$ cat src/rtl/vfifo_rd_ctrl.sv
// vfifo_rd_ctrl
// Read-side controller of the versatile FIFO. Everything here runs on the read
// clock. The Gray-coded write pointer is brought in through a two-flop
// synchroniser. Words are fetched from a dual-port RAM that has a registered
// read, and are captured into a 2-entry output buffer. The buffer is presented
// as a first-word-fall-through valid/ready stream. A registered Gray read
// pointer is returned to the write side.
//
// Ports:
//   clk          read-domain clock
//   rst          asynchronous active-high reset
//   wptr_gray_i  Gray write pointer from the write domain (asynchronous)
//   rptr_gray_o  Gray read pointer to the write domain (registered)
//   adr_b        RAM read address (RAM registers it; q_b is valid next cycle)
//   q_b          RAM read data
//   dout         head word of the output buffer
//   dout_valid   dout holds a valid word
//   dout_ready   consumer accepts dout when dout_valid is high
//   rd_level     words in RAM not yet fetched
module vfifo_rd_ctrl #(
  parameter int DATA_WIDTH = 8,
  parameter int ADDR_WIDTH = 9
) (
  input  logic                  clk,
  input  logic                  rst,
  input  logic [ADDR_WIDTH:0]   wptr_gray_i,
  output logic [ADDR_WIDTH:0]   rptr_gray_o,
  output logic [ADDR_WIDTH-1:0] adr_b,
  input  logic [DATA_WIDTH-1:0] q_b,
  output logic [DATA_WIDTH-1:0] dout,
  output logic                  dout_valid,
  input  logic                  dout_ready,
  output logic [ADDR_WIDTH:0]   rd_level
);

  localparam int PW = ADDR_WIDTH + 1;

  logic [PW-1:0]         wsync1_reg;
  logic [PW-1:0]         wsync2_reg;
  logic [PW-1:0]         wsync_bin;
  logic [PW-1:0]         rptr_bin_reg;
  logic [1:0]            cnt_reg;     // output buffer occupancy, 0..2
  logic                  pend_reg;    // RAM read in flight: capture q_b this cycle
  logic [DATA_WIDTH-1:0] head_reg;
  logic [DATA_WIDTH-1:0] tail_reg;

  logic                  avail;
  logic                  pop;
  logic                  fetch;
  logic [2:0]            occ_after;

  // Gray to binary: each binary bit is the XOR of all Gray bits at or above it.
  // Written as a reduction per bit so there is no bit-to-bit combinational chain.
  genvar gi;
  generate
    for (gi = 0; gi < PW; gi++) begin : g_gray2bin
      assign wsync_bin[gi] = ^wsync2_reg[PW-1:gi];
    end
  endgenerate

  assign adr_b      = rptr_bin_reg[ADDR_WIDTH-1:0];
  assign avail      = (rptr_bin_reg != wsync_bin);
  assign dout_valid = (cnt_reg != 2'd0);
  assign dout       = head_reg;
  assign pop        = dout_valid & dout_ready;
  assign rd_level   = wsync_bin - rptr_bin_reg;

  // Occupancy the buffer will have once the in-flight word lands and any pop
  // retires. A new fetch is only issued if that leaves room for it, so
  // cnt + pend never exceeds 2.
  assign occ_after = {1'b0, cnt_reg} + {2'b00, pend_reg} - {2'b00, pop};
  assign fetch     = avail & (occ_after <= 3'd1);

  always_ff @(posedge clk or posedge rst) begin
    if (rst) begin
      wsync1_reg   <= '0;
      wsync2_reg   <= '0;
      rptr_bin_reg <= '0;
      rptr_gray_o  <= '0;
      cnt_reg      <= 2'd0;
      pend_reg     <= 1'b0;
      head_reg     <= '0;
      tail_reg     <= '0;
    end else begin
      wsync1_reg <= wptr_gray_i;
      wsync2_reg <= wsync1_reg;

      // The Gray pointer lags rptr_bin by one cycle. It therefore updates on
      // the same edge that captures the fetched word, after the RAM has
      // already registered that address, so the slot is safe to reuse.
      rptr_gray_o <= rptr_bin_reg ^ (rptr_bin_reg >> 1);

      if (fetch) begin
        rptr_bin_reg <= rptr_bin_reg + 1'b1;
      end
      pend_reg <= fetch;

      case ({pend_reg, pop})
        2'b11: begin
          // Head leaves and a new word arrives: shift and refill, count unchanged.
          if (cnt_reg == 2'd1) begin
            head_reg <= q_b;
          end else begin
            head_reg <= tail_reg;
            tail_reg <= q_b;
          end
        end
        2'b10: begin
          if (cnt_reg == 2'd0) begin
            head_reg <= q_b;
          end else begin
            tail_reg <= q_b;
          end
          cnt_reg <= cnt_reg + 2'd1;
        end
        2'b01: begin
          head_reg <= tail_reg;
          cnt_reg  <= cnt_reg - 2'd1;
        end
        default: begin
        end
      endcase
    end
  end

endmodule
$ cat config.mk
export PLATFORM = sky130hd
export DESIGN_NAME = vfifo_rd_ctrl
export DESIGN_NICKNAME = d
export VERILOG_FILES = /design/src/rtl/vfifo_rd_ctrl.sv
export SDC_FILE = /design/constraint.sdc
export NUM_CORES = 1
export LEC_CHECK = 0
export CORE_UTILIZATION = 42
export CTS_BUF_LIST = sky130_fd_sc_hd__clkbuf_16
export CTS_CLUSTER_SIZE = 16
export DETAILED_ROUTE_END_ITERATION = 12
export GPL_TIMING_DRIVEN = 0
export PLACE_DENSITY = 0.68
export REMOVE_ABC_BUFFERS = 1
export SETUP_SLACK_MARGIN = 0.1
export SLEW_MARGIN = 20
export SYNTH_ARGS = -nofsm -noshare
export SYNTH_HDL_FRONTEND = slang
export SYNTH_SLANG_ARGS = --single-unit
$ cat constraint.sdc
create_clock -name clk -period 4 [get_ports clk]
set_input_delay 0.4 -clock clk [delete_from_list [all_inputs] [get_ports clk]]
set_output_delay 0.4 -clock clk [all_outputs]
set_load 0.01 [all_outputs]
==> impl_metrics.toml <==
[yosys]
synth_compound_area_frac = 0.0840
synth_adder_area_share = 0.119
synthXorXnorAreaFrac = 0.119
synthMuxAreaShare = 0.0424
synthArstFlopShare = 1.00
synth_enable_flop_cells = 0
synthesis.area_um2 = 2860
synth_top_family_by_area = "adder cells"
avgSynthCellArea_um2 = 12.0
yosysSeqAreaShare = 0.516
synth-simple-area-share = 0.0608
synthFlopType = "dfrtp_1"
synth_warnings = 0
synth-seq-cells = 59
synthCells = 239
synthDistinctLibCells = 31

[timing]
hold_viol = 0
worst_pin_slew_ps = 803
fmax_mhz = 248
finalWorstSetupSlack_ps = -34.1
rsz0062_at_grt = "true"
holdWs_ps = 346
setup_tns_ps = -34.1
relSlewSlack = 0.465
slew_violations = 0
fin_crit_ps = 4030
fin_skew_ps = 4.25
setup_viol = 1
fin_crit_sh = 1.01

[setup_path]
worstPathRequired_ps = 3600
r2r_cells = 14
critPathCaptureType = "primary output"
startpoint_type = "flop"
cp_top_family = "XOR/XNOR gates"
path_class = "reg -> out"
reg2reg_from = "cnt_reg[1]"
critPathMostFrequentCell = "xnor2_2"
worst_r2r_endpoint = "rptr_bin_reg[9]"
critPathMaxStageDelay_ps = 390
critPathMaxFanout = 3
reg2reg_slack_ps = 520
path_cells = "xor2_2 -> xnor2_2 -> xnor2_4 -> xnor2_4 -> xnor2_2 -> xnor2_2 -> inv_1 -> ha_4 -> nor2b_4 -> o21ai_2 -> a21boi_2 -> o21ai_2 -> buf_4 -> a21oi_4 -> mux2i_1 -> a2111o_1 -> buf_2"
cp.arrival_ps = 3630
critPathBufInv = 3
worst_path_max_delay_cell = "dfrtp_1"

[power_and_ir_drop]
power.density_nw_per_um2 = 888
finalPower_w = 0.00356
power.leakage_nw = 1.85
irDropWorstVdd_mv = 0.405

[place]
port_buffers = 58
dp_slack_ps = -350
gp_congestion = 0.713
hpwl_mm = 3.85
dpl.cell_count = 364

[floorplan]
io_pins = 59
initial_core_util = 0.443
die_y_um = 84.5
core_um2 = 6460
num_rows = 29
die_area_um2 = 7140
die_x_um = 84.5

[flow_run]
maxCapViolations = 0

[final_layout]
fillers = 524
final_common_cell = "dfrtp_1"
layout_common_cells = "dfrtp_1 (59), clkdlybuf4s50_1 (49), inv_1 (24), ha_1 (22), nand2_1 (19)"
post_route_cells_drive_above_1_share = 0.220
antenna_cells = 0
fin_cells = 399
syn_to_final_growth_pct = 40.0
nets = 364

[outcome]
status = "finished, violations left"
violations = "design-rule violations, negative setup slack"

[drt]
vias = 1917
drtIter0Drc = 55
drc = 8
drtAntennaViolNets = 0
wl_per_cell_um = 14.0
drt_wl_total_mm = 5.59
drt_pass1_iterations = 10
vias_per_cell = 4.80

[cts]
clk_latency_ps = 320
cts_hold_buf = 0
cts_root_buffer = "clkbuf_16"
cts_tree = "yes"
cts.sinks = 59
cts_buffers = 9
h-tree-depth = 3
clock_path_buffers = 2
clkTransAtPathRegs_ps = 50

[worst_hold_path]
hold_depth = 0
worst_hold_path_type = "reg -> reg"
whs_endpoint = "wsync2_reg[3]"
min_from = "wsync1_reg[3]"

[global_route]
grt_pass1_wl_mm = 9.24
grt_usage = 0.171
antenna_found_initial = 0
grt_max_degree = 33
gr-total-overflow = 0
grt_pass1_vias = 1982
## worst reg2reg max path, stage by stage, from the launching register on
cell and delay [ps]:
dfrtp_1 440, inv_1 90, ha_1 250, nor2b_1 350
ha_1 410, inv_1 90, ha_1 130, inv_1 50
fa_1 390, xnor2_1 140, nand2_1 100, a31oi_2 340
and3_1 320, nand4_1 140, xnor2_1 140
## kinds of logic (layout without fill, tap and decap cells)
family / Yosys count / after routing
AO/OA/AOI/OAI: 37 / 37
XOR/XNOR: 31 / 31
adder cells (fa/ha/maj): 26 / 26
buffers and inverters: 36 / 119
flip-flops: 59 / 59
multiplexers: 11 / 11
AND/OR/NAND/NOR: 39 / 39
## cell usage after synthesis, types with 3 or more instances
master | n | area, um2
xnor2_1 | 18 | 158
dfrtp_1 | 59 | 1480
nand4_1 | 4 | 25.0
xor2_1 | 7 | 61.3
nor2b_1 | 3 | 18.8
inv_1 | 25 | 93.8
mux2_2 | 9 | 101
o21ai_0 | 13 | 65.1
xnor2_2 | 3 | 48.8
buf_4 | 9 | 67.6
a21oi_1 | 6 | 30.0
a22oi_1 | 7 | 52.6
nor2_1 | 7 | 26.3
nand2_1 | 19 | 71.3
nand3_1 | 3 | 15.0
a21o_1 | 4 | 30.0
ha_1 | 24 | 300
## final cells by class
| type | instances | area, um2 | share of cell area |
|---|---|---|---|
| inverter | 25 | 96.3 | 0.0241 |
| sequential | 59 | 1480 | 0.369 |
| clock buffer | 9 | 225 | 0.0563 |
| tap | 77 | 96.3 | 0.0241 |
| multi-input combinational | 144 | 1280 | 0.319 |
| clock inverter | 7 | 116 | 0.0291 |
| timing repair buffer | 78 | 717 | 0.179 |
## where the power goes
part | internal (W) | switching, W
sequential | 0.000773 | 0.000135
combinational | 0.000948 | 0.000835
clock | 0.000606 | 0.000259
## stage by stage
stage | cell area, um2 | utilization
detailed placement | 3480 | 0.540
global route | 4000 | 0.620
CTS | 3950 | 0.612
floorplan | 2790 | -
finish | 4000 | 0.620
global placement | 3460 | 0.536
## routing by layer
layer	global-route usage	part of all wire	vias to the layer above
met2	0.276	0.49	46
li1	-	-	946
met4	0.0832	0.022	0
met3	0.0600	0.054	10
met5	0	0	-
met1	0.204	0.44	915
## worst max path at each step
stage | depth (start not counted) | to | slack (ps) | start
global route | 17 | rd_level[9] | -180 | wsync2_reg[8]
global placement | 16 | rd_level[9] | -230 | wsync2_reg[9]
finish | 17 | rd_level[9] | -30 | wsync2_reg[8]
CTS | 17 | rd_level[9] | -130 | wsync2_reg[8]
floorplan | 15 | rd_level[9] | 480 | wsync2_reg[9]
detailed placement | 16 | rd_level[9] | -350 | wsync2_reg[9]
## what timing repair did
item                                   CTS  global route
resized for setup                       36            10
setup endpoints to repair                7             9
pin swaps                               13            11
buffers inserted                        19             3
endpoints found under the hold margin    0             0
Power figures use the tool's default switching activity.
